<file path="src/rtl/spi_reg_bank_if.sv">
// SPI pin bundle between the external controller and the register bank.
// All three lines are asynchronous to the system clock at the target side.
interface spi_reg_bank_if;
    logic sclk;
    logic copi;
    logic ncs;

    modport master (output sclk, output copi, output ncs);
    modport slave  (input  sclk, input  copi, input  ncs);
endinterface

</file>
<file path="src/rtl/spi_reg_bank.sv">
// Write-only mode-0 SPI target holding the five PWM configuration registers.
// SPI pins are oversampled on clk; nothing is clocked by SCLK.
module spi_reg_bank #(
    parameter int unsigned SYNC_STAGES = 2,
    parameter logic [6:0]  MAX_ADDR    = 7'h04
) (
    input  logic               clk,
    input  logic               rst,
    spi_reg_bank_if.slave      spi,
    output logic [7:0]         en_reg_out_7_0,
    output logic [7:0]         en_reg_out_15_8,
    output logic [7:0]         en_reg_pwm_7_0,
    output logic [7:0]         en_reg_pwm_15_8,
    output logic [7:0]         pwm_duty_cycle,
    output logic               wr_strobe
);

    typedef enum logic {
        IDLE,
        SHIFT
    } state_e;

    logic [SYNC_STAGES-1:0] sclk_sync_q;
    logic [SYNC_STAGES-1:0] copi_sync_q;
    logic [SYNC_STAGES-1:0] ncs_sync_q;
    logic [SYNC_STAGES-1:0] ncs_valid_q;
    logic                   sclk_hist_q;
    logic                   ncs_hist_q;
    logic                   ncs_armed_q;

    logic                   sclk_s;
    logic                   copi_s;
    logic                   ncs_s;
    logic                   sclk_rise;
    logic                   ncs_fall;
    logic                   ncs_rise;

    state_e                 state_q;
    logic [4:0]             cnt_q;
    logic [15:0]            shreg_q;
    logic                   wr_strobe_q;
    logic [7:0]             reg0_q;
    logic [7:0]             reg1_q;
    logic [7:0]             reg2_q;
    logic [7:0]             reg3_q;
    logic [7:0]             reg4_q;

    logic [6:0]             frame_addr;
    logic [7:0]             frame_data;
    logic                   frame_ok;

    assign sclk_s = sclk_sync_q[SYNC_STAGES-1];
    assign copi_s = copi_sync_q[SYNC_STAGES-1];
    assign ncs_s  = ncs_sync_q[SYNC_STAGES-1];

    // ncs_valid_q marks when the ncs pipeline holds pin samples rather than
    // reset fill; a frame may only start once ncs has been seen high from the pin,
    // so an ncs already low when reset is released cannot open a frame.
    always_ff @(posedge clk or posedge rst) begin
        if (rst) begin
            sclk_sync_q <= '0;
            copi_sync_q <= '0;
            ncs_sync_q  <= '1;
            ncs_valid_q <= '0;
            sclk_hist_q <= 1'b0;
            ncs_hist_q  <= 1'b1;
            ncs_armed_q <= 1'b0;
        end else begin
            sclk_sync_q <= {sclk_sync_q[SYNC_STAGES-2:0], spi.sclk};
            copi_sync_q <= {copi_sync_q[SYNC_STAGES-2:0], spi.copi};
            ncs_sync_q  <= {ncs_sync_q[SYNC_STAGES-2:0], spi.ncs};
            ncs_valid_q <= {ncs_valid_q[SYNC_STAGES-2:0], 1'b1};
            sclk_hist_q <= sclk_s;
            ncs_hist_q  <= ncs_s;
            if (ncs_valid_q[SYNC_STAGES-1] && ncs_s) begin
                ncs_armed_q <= 1'b1;
            end
        end
    end

    assign sclk_rise = sclk_s & ~sclk_hist_q;
    assign ncs_fall  = ~ncs_s & ncs_hist_q & ncs_armed_q;
    assign ncs_rise  = ncs_s & ~ncs_hist_q;

    assign frame_addr = shreg_q[14:8];
    assign frame_data = shreg_q[7:0];
    assign frame_ok   = (cnt_q == 5'd16) && shreg_q[15] && (frame_addr <= MAX_ADDR);

    // ncs_rise is tested before sclk_rise so a coincident clock edge is dropped
    // and the commit sees the pre-edge bit count.
    always_ff @(posedge clk or posedge rst) begin
        if (rst) begin
            state_q     <= IDLE;
            cnt_q       <= '0;
            shreg_q     <= '0;
            wr_strobe_q <= 1'b0;
            reg0_q      <= '0;
            reg1_q      <= '0;
            reg2_q      <= '0;
            reg3_q      <= '0;
            reg4_q      <= '0;
        end else begin
            wr_strobe_q <= 1'b0;
            case (state_q)
                IDLE: begin
                    if (ncs_fall) begin
                        state_q <= SHIFT;
                        cnt_q   <= '0;
                        shreg_q <= '0;
                    end
                end
                SHIFT: begin
                    if (ncs_rise) begin
                        state_q <= IDLE;
                        if (frame_ok) begin
                            wr_strobe_q <= 1'b1;
                            case (frame_addr)
                                7'h00:   reg0_q <= frame_data;
                                7'h01:   reg1_q <= frame_data;
                                7'h02:   reg2_q <= frame_data;
                                7'h03:   reg3_q <= frame_data;
                                7'h04:   reg4_q <= frame_data;
                                default: ;
                            endcase
                        end
                    end else if (sclk_rise) begin
                        shreg_q <= {shreg_q[14:0], copi_s};
                        if (cnt_q != 5'd17) begin
                            cnt_q <= cnt_q + 5'd1;
                        end
                    end
                end
                default: state_q <= IDLE;
            endcase
        end
    end

    assign en_reg_out_7_0  = reg0_q;
    assign en_reg_out_15_8 = reg1_q;
    assign en_reg_pwm_7_0  = reg2_q;
    assign en_reg_pwm_15_8 = reg3_q;
    assign pwm_duty_cycle  = reg4_q;
    assign wr_strobe       = wr_strobe_q;

endmodule

</file>
<file path="src/flat_wrapper.sv">
// flat-port wrapper written by rule: the top's interface ports become plain ports
module spi_reg_bank_flat 
#(
    parameter int unsigned SYNC_STAGES = 2,
    parameter logic [6:0]  MAX_ADDR    = 7'h04
)
  (clk, rst, en_reg_out_7_0, en_reg_out_15_8, en_reg_pwm_7_0, en_reg_pwm_15_8, pwm_duty_cycle, wr_strobe, spi_sclk, spi_copi, spi_ncs);
  spi_reg_bank_if spi_i ();
  input  logic clk;
  input  logic rst;
  output logic [7:0] en_reg_out_7_0;
  output logic [7:0] en_reg_out_15_8;
  output logic [7:0] en_reg_pwm_7_0;
  output logic [7:0] en_reg_pwm_15_8;
  output logic [7:0] pwm_duty_cycle;
  output logic wr_strobe;
  input wire logic [$bits(spi_i.sclk)-1:0] spi_sclk;
  input wire logic [$bits(spi_i.copi)-1:0] spi_copi;
  input wire logic [$bits(spi_i.ncs)-1:0] spi_ncs;
  assign spi_i.sclk = spi_sclk;
  assign spi_i.copi = spi_copi;
  assign spi_i.ncs = spi_ncs;
  spi_reg_bank #(.SYNC_STAGES(SYNC_STAGES), .MAX_ADDR(MAX_ADDR)) u_core (.clk(clk), .rst(rst), .spi(spi_i), .en_reg_out_7_0(en_reg_out_7_0), .en_reg_out_15_8(en_reg_out_15_8), .en_reg_pwm_7_0(en_reg_pwm_7_0), .en_reg_pwm_15_8(en_reg_pwm_15_8), .pwm_duty_cycle(pwm_duty_cycle), .wr_strobe(wr_strobe));
endmodule
</file>
<file path="config.mk">
export PLATFORM = sky130hd
export DESIGN_NAME = spi_reg_bank_flat
export DESIGN_NICKNAME = d
export VERILOG_FILES = /design/src/rtl/spi_reg_bank_if.sv /design/src/rtl/spi_reg_bank.sv /design/src/flat_wrapper.sv
export SDC_FILE = /design/constraint.sdc
export NUM_CORES = 1
export LEC_CHECK = 0
export CAP_MARGIN = 5
export CORE_MARGIN = 2
export CORE_UTILIZATION = 52
export DETAILED_ROUTE_END_ITERATION = 8
export GPL_TIMING_DRIVEN = 1
export PLACE_DENSITY = 0.81
export SYNTH_ARGS = -nofsm -noshare
export SYNTH_HDL_FRONTEND = slang
export SYNTH_SLANG_ARGS = --single-unit
</file>
<file path="constraint.sdc">
create_clock -name clk -period 5.3 [get_ports clk]
set_input_delay 1.325 -clock clk [delete_from_list [all_inputs] [get_ports clk]]
set_output_delay 1.325 -clock clk [all_outputs]
set_load 0.03 [all_outputs]
</file>
# Yosys cells after proc, flatten, opt, wreduce, memory -nomap -nowiden
# Cells that the tools add are included.
# classes
n_addsub	1
magnitude_cmp	1
n_eq_ne	10
mux	15
bitwise	8
reduce_logical	11
# op_table
operator	n
$mux W16	3
$pmux W16 S2	1
$reduce_and A4 Y1	6
$mux W5	4
$eq A7 B2 Y1 const B	2
$pmux W5 S2	1
$eq A7 B1 Y1 const B	1
$eq A7 B3 Y1 const B	1
$le A7 B3 Y1 const B	1
$logic_not A7 Y1	1
$add A5 B1 Y5 const B	1
$eq A5 B5 Y1 const B	1
$mux W1	5
$ne A5 B5 Y1 const B	1
$and A1 B1 Y1	4
$ne A2 B1 Y1 const B	2
$ne A2 B2 Y1 const B	2
$not A1 Y1	4
$logic_and A1 B1 Y1	3
$reduce_and A3 Y1	1
$pmux W1 S2	1
# totals
ff_bits	74
elab_cells	62

# Longest topological paths before layout
# Gate-level depths: netlist of run 1.
# logic_depth
word_depth	6
mapped_depth	7

# Least setup slack after synthesis of run 1
# No wires, ideal clock.
# synth_path
kind	reg-to-reg
from	register u_core.cnt_q[0]
to	register u_core.reg3_q[0], in the netlist u_core.en_reg_pwm_15_8[0]
setup_time_ns	0.125
arrival_ns	1.939
t_required_ns	5.175
path_slack_ns	3.236
stages_incl_launch_ff	8
path_buffers	1
period_less_slack_ns	2.064
path_cell_list	dfrtp_1 inv_1 ha_1 and4bb_2 nand4_4 or4_4 buf_6 mux2_4
# synth_via
elab_chain_len	4
# synth_lines
item	line	source
start, declared	spi_reg_bank.sv:39	logic [4:0] cnt_q;
start signal, assigned	spi_reg_bank.sv:129	cnt_q <= cnt_q + 5'd1;
$eq A5 B5 Y1	spi_reg_bank.sv:87	assign frame_ok = (cnt_q == 5'd16) && shreg_q[15] && (frame_addr <= MAX_ADDR);
$logic_and A1 B1 Y1 (2 in series)	spi_reg_bank.sv:87	
$reduce_and A4 Y1 (no source line)	--	
end signal, assigned	spi_reg_bank.sv:121	7'h03: reg3_q <= frame_data;
end, declared	spi_reg_bank.sv:45	logic [7:0] reg3_q;
# No other way between the ends.
# A chain may end at the register's enable or synchronous reset.

# Worst setup path in the final report of run 1
# layout_path
from	register u_core.reg4_q[0], in the netlist u_core.pwm_duty_cycle[0]
to	output port pwm_duty_cycle[0]
# layout_rtl
item	line	source
start, declared	spi_reg_bank.sv:46	logic [7:0] reg4_q;
start signal, assigned	spi_reg_bank.sv:122	7'h04: reg4_q <= frame_data;
end, declared	flat_wrapper.sv:15	output logic [7:0] pwm_duty_cycle;
# No word-level cell between the ends.

==> impl_metrics.env, run 1 <==
export IMPL_yosysWarnings=0
export IMPL_status="completed"
export IMPL_postSynthAreaPerCell_um2=13.5
export IMPL_maxCapViolCount=0
export IMPL_htree_levels=3
export IMPL_synth_seq_cells=74
export IMPL_period_share=0.514
export IMPL_cp_slowest_cell="clkdlybuf4s50_1"
export IMPL_clockPowerShare=0.372
export IMPL_final_area_um2=3680
export IMPL_crit_start="u_core.pwm_duty_cycle[0]"
export IMPL_synthTopCellsByCount="dfrtp_1 (71), nand2_1 (39), mux2_2 (32)"
export IMPL_synth_cells=221
export IMPL_min_from="u_core.copi_sync_q[0]"
export IMPL_grt_max_degree=46
export IMPL_cts_hold_fix_buffers=0
export IMPL_final_hold_violation_count=0
export IMPL_path_clk_slew_ns=0.07
export IMPL_rows=27
export IMPL_slew_violations=0
export IMPL_fmax_ghz=0.367
export IMPL_cts_tree="built"
export IMPL_critPathLaunchType="flop"
export IMPL_pwr_share_seq=0.561
export IMPL_relSlewSlack=0.402
export IMPL_initial_core_util=0.541
export IMPL_design_power_total_w=0.00112
export IMPL_ir_drop_mv=0.180
export IMPL_drt_total_wl_um=5090
export IMPL_grt_pass1_vias=1879
export IMPL_synth_edf_count=0
export IMPL_ys_types=32
export IMPL_p_leak_nw=1.67
export IMPL_netlist_area_leader_share=0.597
export IMPL_antenna_left=0
export IMPL_rr_startpoint="u_core.state_q"
export IMPL_io_pins=46
export IMPL_ys_seq_area_frac=0.623
export IMPL_p_sw_frac=0.252
export IMPL_vias=1767
export IMPL_post_cts_buffers=0
export IMPL_fin_setup_tns_ns=0
export IMPL_synth_main_ff_cell="dfrtp_1"
export IMPL_cts_sinks=74
export IMPL_required_ns=3.97
export IMPL_cp_max_fo=2
export IMPL_area_growth_syn_to_layout_pct=23.6
export IMPL_drive_gt1_frac=0.264
export IMPL_coreArea_um2=5510
export IMPL_worst_path_buf_inv=1
export IMPL_crit_path_end_kind="output pin"
export IMPL_drt_pass1_iterations=4
export IMPL_die_area_um2=6350
export IMPL_cts_resized_gates=0
export IMPL_p_int_w=0.000836
export IMPL_p_comb_frac=0.067
export IMPL_die_y_um=79.7
export IMPL_hp_class="flop to flop"
export IMPL_critPathMaxStageDelay_ns=0.68
export IMPL_worstSetupPathType="flop to output pin"
export IMPL_syn_nets=229
export IMPL_p_sw_w=0.000281
export IMPL_io_buffers=45
export IMPL_crit_family="buffers and inverters"
export IMPL_drtIter0Drc=99
export IMPL_wl_per_cell_um=14.8
export IMPL_synth_area_top_cells="dfrtp_1 (60%), mux2_2 (12%), nand2_1 (4.9%), mux2_4 (4.0%), o21ai_0 (2.9%)"
export IMPL_cts_root_buf="clkbuf_8"
export IMPL_route_detailed_drc=0
export IMPL_antenna_found_initial=0
export IMPL_grtUsageTotal=0.192
export IMPL_grt_pass1_wl_um=9070
export IMPL_numCtsBuffers=9
export IMPL_hpwl_um=3390
export IMPL_synth_largest_area_cell="dfrtp_1"
export IMPL_fin_skew_ns=0.00635
export IMPL_hold_slack_ns=0.349
export IMPL_worst_pin_slew_ns=0.896
export IMPL_ys_async_sr_fraction=1.00
export IMPL_overflow=0
export IMPL_clk_latency_ns=0.34
export IMPL_gp_congestion=0.715
export IMPL_num_antenna_cells=0
export IMPL_placed_area_um2=3490
export IMPL_worstPathArrival_ns=1.40
export IMPL_setup_viol=0
export IMPL_fin_nets=276
export IMPL_vias_per_cell=5.12
export IMPL_finalCriticalPeriod_ns=2.72
export IMPL_rsz0062_at_grt="false"
export IMPL_cts_max_path_buffers=2
export IMPL_synth_most_common_cell="dfrtp_1"
export IMPL_die_w_um=79.7
export IMPL_syn_cell_area_um2=2980
export IMPL_cp_cell_sequence="clkdlybuf4s50_1"
export IMPL_power_density_nw_per_um2=303
path summary, 6_finish.rpt:
kind	to	slack, ns	cells after the start
worst min-delay path	u_core.copi_sync_q[1]	0.35	0
worst max-delay path	pwm_duty_cycle[0]	2.58	1
worst min register to register	u_core.copi_sync_q[1]	0.35	0
min in group asynchronous	u_core.en_reg_out_7_0[1]	1.47	2
worst max register to register	u_core.en_reg_out_15_8[5]	2.63	4
max in group asynchronous	u_core.shreg_q[8]	2.95	3
sequential cells by signal, indices dropped and copies added (netlist names):
signal and cells:
u_core.copi_sync_q 2, u_core.pwm_duty_cycle 8, u_core.state_q 1, u_core.ncs_armed_q 1
u_core.ncs_valid_q 2, u_core.wr_strobe 1, u_core.sclk_sync_q 2, u_core.en_reg_out_7_0 8
u_core.ncs_sync_q 2, u_core.en_reg_out_15_8 8, u_core.en_reg_pwm_15_8 8, u_core.ncs_hist_q 1
u_core.cnt_q 5, u_core.shreg_q 16, u_core.sclk_hist_q 1, u_core.en_reg_pwm_7_0 8
final cells by class:
class                      count  area, µm²
timing repair buffer          47        465
clock inverter                 7       70.1
fill                         412       1830
clock buffer                   9        124
tap                           72       90.1
sequential                    74       1860
inverter                       8       30.0
multi-input combinational    128       1050
layer usage:
layer,vias up,GRT usage,share of wire
li1,852,-,-
met1,859,0.267,0.46
met2,43,0.273,0.48
met3,13,0.0486,0.040
met4,0,0.116,0.026
met5,-,0,0
logic make-up after synthesis:
family	count (synthesis)	share of synthesized area
DFF	74	0.623
and+or+nand+nor	58	0.121
muxes	42	0.168
AOI/OAI and AO/OA	24	0.0454
buffers and inverters	19	0.0282
adders and majority gates	3	0.0126
other	1	0.00126
placed cells by master (no fill, tap or decap):
cell type and count:
clkinvlp_4 1, a21o_1 2, a21oi_1 2, mux2i_1 2, nand2_1 39, nor2b_1 1, and4bb_2 1, mux2_2 32
nand4_4 1, o31ai_1 1, inv_1 7, conb_1 1, buf_4 2, nor4_4 4, nand2b_1 1, clkinv_2 3
clkinv_4 2, ha_1 3, and4bb_4 1, dfrtp_1 71, nor4bb_1 1, dfstp_2 3, bufinv_16 1, o21ai_0 17
clkbuf_8 9, a41oi_2 1, mux2_4 8, nor3_1 1, or4_4 1, inv_2 1, nand3_1 4, o32ai_1 1
clkdlybuf4s50_1 45, or4b_2 1, nor2_1 1, nand3b_1 1
per-stage QoR:
| stage | utilization | std cells | setup WS, ns |
|---|---|---|---|
| detailed placement | 0.633 | 329 | 2.46 |
| CTS | 0.668 | 345 | 2.56 |
| floorplan | - | 221 | 2.10 |
| global route | 0.668 | 345 | 2.51 |
| global placement | 0.633 | 329 | 2.48 |
| finish | 0.668 | 345 | 2.58 |
power by group through the flow:
stage / combinational, W / clock (W) / sequential, W
finish: 0.0000748 / 0.000416 / 0.000626
global route: 0.0000924 / 0.000461 / 0.000632
CTS: 0.0000769 / 0.000431 / 0.000626
detailed placement: 0.0000771 / 0 / 0.000637
global placement: 0.0000717 / 0 / 0.000635
floorplan: 0.0000663 / 0 / 0.000620
(Power assumes the default switching activity.)
==> run 2, diff against run 1 <==
==> constraint.sdc (replaced) <==
create_clock -name clk -period 2.75 [get_ports clk]
set_input_delay 0.6875 -clock clk [delete_from_list [all_inputs] [get_ports clk]]
set_output_delay 0.6875 -clock clk [all_outputs]
set_load 0.03 [all_outputs]
==> impl_metrics.env, run 2 (synthesis results as in run 1) <==
export IMPL_status="completed"
export IMPL_drt_total_wl_um=5780
export IMPL_final_hold_violation_count=0
export IMPL_worst_r2r_endpoint="u_core.en_reg_pwm_15_8[7]"
export IMPL_cts_tree="built"
export IMPL_gr_usage_met3=0.0509
export IMPL_p_sw_frac=0.237
export IMPL_p_leak_nw=1.71
export IMPL_die_w_um=79.7
export IMPL_wl_per_cell_um=16.5
export IMPL_reg2reg_depth=6
export IMPL_nFillCells=395
export IMPL_clk_latency_ns=0.34
export IMPL_critPathLaunchType="flop"
export IMPL_die_area_um2=6350
export IMPL_busiest_layer="met2"
export IMPL_cts_max_path_buffers=2
export IMPL_numCtsBuffers=9
export IMPL_whs_path_depth=0
export IMPL_crit_path_end_kind="flop"
export IMPL_vias=1848
export IMPL_hp_class="flop to flop"
export IMPL_num_antenna_cells=0
export IMPL_pwr_share_seq=0.518
export IMPL_route_detailed_drc=0
export IMPL_mostFrequentLayoutCells="dfrtp_1 (71), clkdlybuf4s50_1 (45), nand2_1 (39)"
export IMPL_fin_setup_tns_ns=0
export IMPL_overflow=0
export IMPL_placed_area_um2=3520
export IMPL_cts_sinks=74
export IMPL_ir_drop_mv=0.442
export IMPL_p_int_w=0.00176
export IMPL_antenna_found_initial=0
export IMPL_htree_levels=3
export IMPL_gp_congestion=0.742
export IMPL_fin_skew_ns=0.00939
export IMPL_area_growth_syn_to_layout_pct=26.1
export IMPL_period_share=0.820
export IMPL_initial_core_util=0.541
export IMPL_final_area_um2=3750
export IMPL_crit_start="u_core.cnt_q[0]"
export IMPL_cts_root_buf="clkbuf_8"
export IMPL_use_met2=0.303
export IMPL_finalCriticalPeriod_ns=2.25
export IMPL_setup_viol=0
export IMPL_p_sw_w=0.000547
export IMPL_required_ns=2.97
export IMPL_rsz0062_at_grt="false"
export IMPL_largest_reg_flops=16
export IMPL_maxCapViolCount=0
export IMPL_grt_pass1_wl_um=9470
export IMPL_rows=27
export IMPL_relSlewSlack=0.575
export IMPL_rr_startpoint="u_core.cnt_q[0]"
export IMPL_drt_pass1_iterations=5
export IMPL_largest_register="u_core.shreg_q"
export IMPL_vias_per_cell=5.28
export IMPL_grtUsageMet1=0.288
export IMPL_grt_pass1_vias=1808
export IMPL_post_cts_buffers=0
export IMPL_crit_end="u_core.en_reg_pwm_15_8[7]"
export IMPL_die_y_um=79.7
export IMPL_coreArea_um2=5510
export IMPL_slew_violations=0
export IMPL_worst_pin_slew_ns=0.633
export IMPL_power_density_nw_per_um2=614
export IMPL_io_pins=46
export IMPL_fmax_ghz=0.444
export IMPL_clockPowerShare=0.410
export IMPL_hpwl_um=3550
export IMPL_worstPathArrival_ns=2.47
export IMPL_cp_max_fo=8
export IMPL_path_clk_slew_ns=0.07
export IMPL_regToRegSetupSlack_ns=0.50
export IMPL_worstSetupPathType="flop to flop"
export IMPL_fin_nets=281
export IMPL_cts_resized_gates=0
export IMPL_io_buffers=45
export IMPL_final_common_cell="dfrtp_1"
export IMPL_grt_max_degree=48
export IMPL_drtIter0Drc=98
export IMPL_antenna_left=0
export IMPL_cts_hold_fix_buffers=0
export IMPL_drive_gt1_frac=0.273
export IMPL_grtUsageTotal=0.205
export IMPL_p_comb_frac=0.072
[run 2: cell types whose count changed in the layout (fill, tap and decap cells not counted)]
| cell | before | now |
|---|---|---|
| clkbuf_1 | 0 | 1 |
| clkinv_2 | 3 | 1 |
| clkinvlp_4 | 1 | 0 |
| clkinv_4 | 2 | 1 |
| bufinv_16 | 1 | 2 |
| buf_4 | 2 | 7 |
| clkbuf_8 | 9 | 11 |
[run 2: final cells by class]
cell class	instances	area, µm²	area share
flip-flops and latches	74	1860	0.494
multi-input cells	128	1050	0.279
repair buffers	52	503	0.134
clock buffers	12	155	0.0413
well taps	72	90.1	0.0240
clock inverters	4	73.8	0.0197
inverters	8	30.0	0.00800
[run 2: per-layer routing]
metal  up-vias  routed length (µm)
met2        47                2750
met5         -                   0
met4         0                 116
met3         8                 212
li1        868                   -
met1       925                2700
[run 2: worst min-delay path by stage]
stage	startpoint	end
2_1_floorplan	u_core.copi_sync_q[0]	u_core.copi_sync_q[1]
3_3_place_gp	u_core.sclk_sync_q[0]	u_core.sclk_sync_q[1]
3_5_place_dp	u_core.ncs_valid_q[0]	u_core.ncs_valid_q[1]
4_1_cts	u_core.ncs_valid_q[0]	u_core.ncs_valid_q[1]
5_1_grt	u_core.copi_sync_q[0]	u_core.copi_sync_q[1]
6_report	u_core.copi_sync_q[0]	u_core.copi_sync_q[1]
[run 2: power groups by stage]
stage | combinational, W | clock (W) | sequential [W]
final | 0.000166 | 0.000946 | 0.00119
after global routing | 0.000195 | 0.00101 | 0.00120
after CTS | 0.000168 | 0.000963 | 0.00119
after detailed placement | 0.000165 | 0 | 0.00121
after global placement | 0.000157 | 0 | 0.00121
after floorplan | 0.000128 | 0 | 0.00119
[run 2: critical path, cell delays in order, from the launching register on]
cell and delay, ns:
dfrtp_1 0.42, inv_1 0.11, ha_1 0.15, and4bb_2 0.29
nand4_4 0.22, or4_4 0.61, mux2_4 0.34
[run 2: through the flow]
stage | hold slack, ns | utilization | instances | total power, W | worst slack, ns
floorplan | 0.331 | - | 221 | 0.00132 | 0.186
global placement | 0.333 | 0.640 | 334 | 0.00137 | 0.598
detailed placement | 0.335 | 0.640 | 334 | 0.00138 | 0.564
CTS | 0.352 | 0.682 | 350 | 0.00232 | 0.471
global route | 0.360 | 0.682 | 350 | 0.00240 | 0.368
finish | 0.351 | 0.682 | 350 | 0.00231 | 0.496
